`config.mk`:
```
export PLATFORM = sky130hd
export DESIGN_NAME = mul_iter_sequencer
export DESIGN_NICKNAME = d
export VERILOG_FILES = /design/src/rtl/mul_iter_sequencer_pkg.sv /design/src/rtl/mul_shift_add_step.sv /design/src/rtl/mul_iter_sequencer.sv
export SDC_FILE = /design/constraint.sdc
export NUM_CORES = 1
export LEC_CHECK = 0
export ABC_AREA = 0
export CELL_PAD_IN_SITES_DETAIL_PLACEMENT = 0
export CELL_PAD_IN_SITES_GLOBAL_PLACEMENT = 2
export CORE_MARGIN = 5
export CORE_UTILIZATION = 35
export CTS_CLUSTER_DIAMETER = 150
export DETAILED_ROUTE_END_ITERATION = 16
export GPL_ROUTABILITY_DRIVEN = 1
export PLACE_DENSITY_LB_ADDON = 0.05
export SLEW_MARGIN = 20
export SYNTH_ARGS = -nofsm -noshare
export SYNTH_HDL_FRONTEND = slang
export SYNTH_SLANG_ARGS = --single-unit
```
`constraint.sdc`:
```
create_clock -name clk_i -period 4.4 [get_ports clk_i]
set_clock_uncertainty 0.15 [all_clocks]
set_input_delay 0.66 -clock clk_i [delete_from_list [all_inputs] [get_ports clk_i]]
set_output_delay 0.66 -clock clk_i [all_outputs]
set_load 0.005 [all_outputs]
```
`src/rtl/mul_iter_sequencer_pkg.sv`:
```
// Shared definitions for the iterative shift-add MUL sequencer: default width and FSM encodings.
package mul_iter_sequencer_pkg;

    localparam int unsigned MUL_DATA_W = 32;

    typedef enum logic [1:0] {
        MUL_IDLE = 2'd0,
        MUL_BUSY = 2'd1,
        MUL_DONE = 2'd2
    } mul_state_e;

endpackage

```
`src/rtl/mul_shift_add_step.sv`:
```
// One combinational shift-add multiply iteration: conditional accumulate, then shift operands.
module mul_shift_add_step
    import mul_iter_sequencer_pkg::*;
#(
    parameter int unsigned DATA_W = MUL_DATA_W
) (
    input  logic [DATA_W-1:0] acc,
    input  logic [DATA_W-1:0] mcand,
    input  logic [DATA_W-1:0] mplier,
    output logic [DATA_W-1:0] acc_nxt_c,
    output logic [DATA_W-1:0] mcand_nxt_c,
    output logic [DATA_W-1:0] mplier_nxt_c
);

    // Only the low product half is kept, so the sum simply wraps.
    assign acc_nxt_c    = mplier[0] ? (acc + mcand) : acc;
    assign mcand_nxt_c  = mcand << 1;
    assign mplier_nxt_c = mplier >> 1;

endmodule

```
`src/rtl/mul_iter_sequencer.sv`:
```
// Multi-cycle shift-add MUL sequencer for EX; stalls the pipeline until the low product half is ready.
// Optional build macro: MUL_EARLY_TERM_EN finishes as soon as the remaining multiplier bits are zero.
module mul_iter_sequencer
    import mul_iter_sequencer_pkg::*;
#(
    parameter int unsigned DATA_W = MUL_DATA_W
) (
    input  logic              clk_i,
    input  logic              rst_i,
    input  logic              start_i,
    input  logic              flush_i,
    input  logic [DATA_W-1:0] op_a_i,
    input  logic [DATA_W-1:0] op_b_i,
    output logic              stall_o,
    output logic              done_o,
    output logic [DATA_W-1:0] result_o
);

    localparam int unsigned    CNT_W    = $clog2(DATA_W + 1);
    localparam logic [CNT_W-1:0] LAST_CNT = CNT_W'(DATA_W - 1);

    mul_state_e        state_q, state_d;
    logic [DATA_W-1:0] acc_q, acc_d;
    logic [DATA_W-1:0] mcand_q, mcand_d;
    logic [DATA_W-1:0] mplier_q, mplier_d;
    logic [CNT_W-1:0]  cnt_q, cnt_d;
    logic [DATA_W-1:0] result_q, result_d;
    logic              done_q, done_d;

    logic [DATA_W-1:0] step_acc_c;
    logic [DATA_W-1:0] step_mcand_c;
    logic [DATA_W-1:0] step_mplier_c;
    logic              last_step_c;

    mul_shift_add_step #(
        .DATA_W (DATA_W)
    ) u_step (
        .acc          (acc_q),
        .mcand        (mcand_q),
        .mplier       (mplier_q),
        .acc_nxt_c    (step_acc_c),
        .mcand_nxt_c  (step_mcand_c),
        .mplier_nxt_c (step_mplier_c)
    );

    // Final iteration: counter exhausted, or (early build) no multiplier bits left to add.
`ifdef MUL_EARLY_TERM_EN
    assign last_step_c = (cnt_q == LAST_CNT) || (step_mplier_c == '0);
`else
    assign last_step_c = (cnt_q == LAST_CNT);
`endif

    // State and datapath registers.
    always_ff @(posedge clk_i or negedge rst_i) begin
        if (!rst_i) begin
            state_q  <= MUL_IDLE;
            acc_q    <= '0;
            mcand_q  <= '0;
            mplier_q <= '0;
            cnt_q    <= '0;
            result_q <= '0;
            done_q   <= 1'b0;
        end else begin
            state_q  <= state_d;
            acc_q    <= acc_d;
            mcand_q  <= mcand_d;
            mplier_q <= mplier_d;
            cnt_q    <= cnt_d;
            result_q <= result_d;
            done_q   <= done_d;
        end
    end

    // Next-state, datapath update and the combinational stall.
    always_comb begin
        state_d  = state_q;
        acc_d    = acc_q;
        mcand_d  = mcand_q;
        mplier_d = mplier_q;
        cnt_d    = cnt_q;
        result_d = result_q;
        done_d   = 1'b0;
        stall_o  = 1'b0;

        case (state_q)
            MUL_IDLE: begin
                if (start_i && !flush_i) begin
                    stall_o  = 1'b1;
                    state_d  = MUL_BUSY;
                    acc_d    = '0;
                    mcand_d  = op_a_i;
                    mplier_d = op_b_i;
                    cnt_d    = '0;
                end
            end
            MUL_BUSY: begin
                if (flush_i) begin
                    state_d = MUL_IDLE;
                end else begin
                    stall_o  = 1'b1;
                    acc_d    = step_acc_c;
                    mcand_d  = step_mcand_c;
                    mplier_d = step_mplier_c;
                    cnt_d    = cnt_q + CNT_W'(1);
                    if (last_step_c) begin
                        state_d  = MUL_DONE;
                        done_d   = 1'b1;
                        result_d = step_acc_c;
                    end
                end
            end
            // EX still holds the retiring MUL here, so a new start is not taken.
            MUL_DONE: begin
                state_d = MUL_IDLE;
            end
            default: begin
                state_d = MUL_IDLE;
            end
        endcase
    end

    assign done_o   = done_q;
    assign result_o = result_q;

endmodule

```
### Yosys cells after proc, flatten, opt, wreduce, memory -nomap -nowiden

Index checks and enable logic that the tools add are counted.
W data, S select, Z words.

* register bits after elaboration: 137
* output and inout bits: 34

* add/sub/neg operators: 2
* equal/unequal tests: 5
* mux-type cells: 23
* bitwise operators: 1
* reductions and logical operators: 7

Operator list (count)
* $mux W32: 7
* $pmux W32 S2: 3
* $add A32 B32 Y32: 1
* $mux W6: 2
* $pmux W6 S2: 1
* $add A6 B1 Y6 const B: 1
* $eq A6 B5 Y1 const B: 1
* $mux W2: 3
* $reduce_and A3 Y1: 2
* $mux W1: 5
* $ne A2 B2 Y1 const B: 2
* $pmux W2 S2: 1
* $ne A3 B3 Y1 const B: 1
* $eq A2 B1 Y1 const B: 1
* $logic_not A2 Y1: 1
* $pmux W1 S2: 1
* $reduce_and A2 Y1: 1
* $reduce_bool A2 Y1: 1
* $logic_and A1 B1 Y1: 1
* $logic_not A1 Y1: 1
* $not A1 Y1: 1

### Logic depth before layout (Yosys ltp)

* depth in word-level cells: 4
* gate-level depth with buffers: 11
* gate-level depth less buffers: 11

### Cells and area by module

Synthesis repeated with hierarchy kept, for this count alone.

* cells, all modules: 836
* area, all modules: 8943.6 um2

Modules (own cells, without submodules)
* mul_iter_sequencer: times used 1, cells an instance 450, area an instance 6227.2 um2, seq. area each 3428.3 um2
* mul_shift_add_step: times used 1, cells an instance 386, area an instance 2716.4 um2, seq. area each 0.0 um2

### Least setup slack after synthesis

Ideal clock, no wire load.

* kind: reg2reg
* start point: register acc_q[0]
* end point: register result_q[28] (netlist: result_o[28])
* arrival: 2.758 ns
* setup slack: 1.427 ns
* cell stages (with the launch flop): 12
* path buffers: 0
* period minus slack after synthesis: 2.973 ns
* cell sequence: dfrtp_1 -> ha_1 -> fa_1 -> a21o_1 -> a311o_1 -> a32oi_1 -> o211ai_1 -> a21oi_2 -> o31ai_1 -> a211o_1 -> mux2_1 -> nand2_1

* longest elaborated chain between the ends: 2

Ends and longest elaborated chain
* start: declaration: RTL line mul_iter_sequencer.sv:23 `logic [DATA_W-1:0] acc_q, acc_d;`
* start signal: assignment: RTL line mul_iter_sequencer.sv:57 `acc_q <= '0;`
* start signal: assignment: RTL line mul_iter_sequencer.sv:65 `acc_q <= acc_d;`
* $add A32 B32 Y32: RTL line mul_shift_add_step.sv:16 `assign acc_nxt_c = mplier[0] ? (acc + mcand) : acc;`
* $mux W32: RTL line mul_shift_add_step.sv:16
* end signal: assignment: RTL line mul_iter_sequencer.sv:69 `result_q <= result_d;`
* end: declaration: RTL line mul_iter_sequencer.sv:27 `logic [DATA_W-1:0] result_q, result_d;`

No other way between the ends.
A chain may end at the register's enable or synchronous reset.

### Worst setup path in the final report

Same ends and word-level chain as after synthesis.

==> impl_metrics.tcl <==
set metrics [dict create \
    outcome "complete, no violations" \
    fin_crit_ns 3.23 \
    synthFlopType "dfrtp_1" \
    multiInputGateArea_mm2 0.00379 \
    clock-root-buffer "clkbuf_16" \
    initialDrtViolationCount 249 \
    hold_class "input port to asynchronous set/reset pin" \
    finalHoldViolCount 0 \
    syn_inst 814 \
    die_area_mm2 0.0243 \
    post-place-ws_ns 1.16 \
    slowest_stage "a311o_1" \
    p_leak_uw 0.00427 \
    async_reset_ff_frac 1.00 \
    drc 0 \
    antenna_found_initial 0 \
    r2r-start "acc_q[0]" \
    worst_r2r_endpoint "result_o[28]" \
    cts_max_path_buffers 2 \
    final_cell_mix "178 x nand2_1, 136 x dfrtp_1, 100 x clkdlybuf4s50_1" \
    r2r_cells 11 \
    fin_ws_ns 1.17 \
    antenna_cells 0 \
    postCtsSetupRepairBufs 0 \
    top_level_ports 102 \
    tns_ns 0 \
    synth_top_area_frac 0.461 \
    synth.area.top_cells "dfrtp_1 46%, nand2_1 9.0%, ha_1 5.4%" \
    critPathLaunchType "flip-flop" \
    cp-endpoint "result_o[28]" \
    slowest_delay_ns 0.44 \
    grt_use_total 0.176 \
    first_global_vias 6243 \
    end_kind "flip-flop" \
    routedWlPerCell_um 17.7 \
    die_y_um 156 \
    synth-edff-count 0 \
    ys_ff_latch 137 \
    yosys.cell_types.count 55 \
    die_width_um 156 \
    cap_violations 0 \
    grt_max_degree 73 \
    cp_max_fo 5 \
    path_clk_slew_ns 0.06 \
    nets 995 \
    crit_family "compound AO/OA/AOI/OAI gates" \
    n_fill_cell 2069 \
    portBuffers 101 \
    yosysTopAreaCell "dfrtp_1" \
    fmaxAchievable_ghz 0.310 \
    cts_buffers 17 \
    rrSetupSlack_ns 1.17 \
    setup-violations-final 0 \
    via_per_inst 5.24 \
    crit_chain "ha_1 > fa_1 > a21o_1 > a311o_1 > a32oi_1 > o211ai_1 > a21oi_2 > o31ai_1 > a211o_1 > mux2_1 > nand2_1" \
    worst_pin_slew_ns 0.807 \
    drt_wl_total_mm 20.9 \
    insertion_delay_ns 0.42 \
    power.density_mw_per_mm2 522 \
    worst_ep_required_time_ns 4.61 \
    drtAntennaViolNets 0 \
    final_common_cell "nand2_1" \
    fin_crit_sh 0.733 \
    yosysSeqAreaShare 0.461 \
    critPathKind "flip-flop to flip-flop" \
    synth_area_mm2 0.00744 \
    core_area_mm2 0.0210 \
    synth_warnings 0 \
    start_util 0.355 \
    clock_sinks 137 \
    finalMaxSlewViolations 0 \
    areaGrowthSynthToFinish_pct 24.6 \
    grt_overflow 0 \
    vias 6193 \
    irDropWorstVdd_mv 0.252 \
    max-slew-margin-rel 0.456 \
    postCtsHoldBufs 0 \
    cts_tree "built" \
    seqCellArea_mm2 0.00343 \
    cts_max_level 4 \
    gp_congestion 0.840 \
    crit_start "acc_q[0]" \
    drive_gt1_frac 0.0717 \
    cts-resized-gates 0 \
    crit_buf_inv 0 \
    drt-pass1-iter-count 5 \
    crit_arrival_ns 3.44 \
    synth.avg_cell_area_um2 9.14 \
    crit_cells 11 \
    grt_first_pass_wirelength_mm 34.1 \
    rows 53 \
    rsz0062_at_grt "no" \
    hpwlAfterDp_mm 14.6 \
    syn-num-nets 915 \
]
Yosys cell counts, types with 2 or more instances:
| cell | count |
|---|---|
| a211o_1 | 3 |
| xnor2_1 | 18 |
| nor2b_1 | 9 |
| a21boi_0 | 2 |
| nand3_1 | 21 |
| nand2_1 | 179 |
| o21a_1 | 3 |
| dfrtp_1 | 137 |
| a22oi_1 | 52 |
| mux2i_1 | 24 |
| a21o_1 | 13 |
| and3_1 | 16 |
| o21bai_1 | 3 |
| a31o_2 | 15 |
| a32o_1 | 4 |
| o21ai_0 | 59 |
| xor2_1 | 10 |
| a31oi_1 | 13 |
| a21oi_1 | 43 |
| a211oi_1 | 5 |
| or3_1 | 2 |
| o211ai_1 | 4 |
| nand4_1 | 6 |
| mux2_2 | 2 |
| ha_1 | 32 |
| o221ai_1 | 3 |
| nor3b_1 | 6 |
| a32oi_1 | 2 |
| nor3_1 | 2 |
| nor2_1 | 34 |
| buf_2 | 3 |
| clkbuf_1 | 42 |
| inv_1 | 13 |
| a22o_1 | 3 |
| nand2b_1 | 4 |
| nand3b_1 | 2 |
| o31ai_1 | 3 |
| and2_1 | 2 |
| buf_1 | 4 |
cells by family after synthesis:
kind of cell	synth area share
and+or+nand+nor	0.168
AOI/OAI and AO/OA	0.212
DFF	0.461
buffers and inverters	0.0325
adders and majority gates	0.0565
xor gates and xnor gates	0.0330
muxes	0.0368
state kept, by name, indices dropped and copies added (netlist names):
| signal | flops |
|---|---|
| done_o | 1 |
| state_q | 2 |
| result_o | 32 |
| mcand_q | 32 |
| cnt_q | 6 |
| mplier_q | 32 |
| acc_q | 32 |
through the flow:
stage	instance area [um^2]	utilization	total power, uW	hold WS (ns)	std cells
floorplan	7440	-	2990	0.214	814
global placement	8720	0.416	3480	0.308	1150
detailed placement	8720	0.416	3500	0.314	1150
CTS	9270	0.442	4890	0.111	1182
global route	9270	0.442	5190	0.141	1182
finish	9270	0.442	4840	0.0730	1182
how the worst min path moves through the flow:
stage           startpoint          end  slack [ns]
6_report             rst_i  mcand_q[19]        0.07
5_1_grt              rst_i  mcand_q[19]        0.14
4_1_cts              rst_i  mcand_q[19]        0.11
3_5_place_dp   mplier_q[7]  mplier_q[7]        0.31
3_3_place_gp   mplier_q[5]  mplier_q[5]        0.31
2_1_floorplan        rst_i     acc_q[0]        0.21
cell type report:
class                           instances  share of cell area
Clock buffer                           20              0.0471
Clock inverter                         12              0.0128
Inverter                               13             0.00526
Multi-Input combinational cell        614               0.409
Sequential cell                       137               0.370
Tap cell                              275              0.0371
Timing Repair Buffer                  111               0.119
power by group:
| part | switching, uW | internal, uW |
|---|---|---|
| clock | 583 | 784 |
| sequential | 243 | 1510 |
| combinational | 981 | 737 |
metal layers:
| metal | track usage | wire (um) | up-vias | share of wire |
|---|---|---|---|---|
| li1 | - | - | 3072 | - |
| met5 | 0 | 0 | - | 0 |
| met1 | 0.246 | 10100 | 2996 | 0.48 |
| met4 | 0.0517 | 311 | 0 | 0.015 |
| met3 | 0.0366 | 832 | 23 | 0.040 |
| met2 | 0.276 | 9630 | 102 | 0.46 |
No activity file was read; power rests on OpenSTA's default activity.
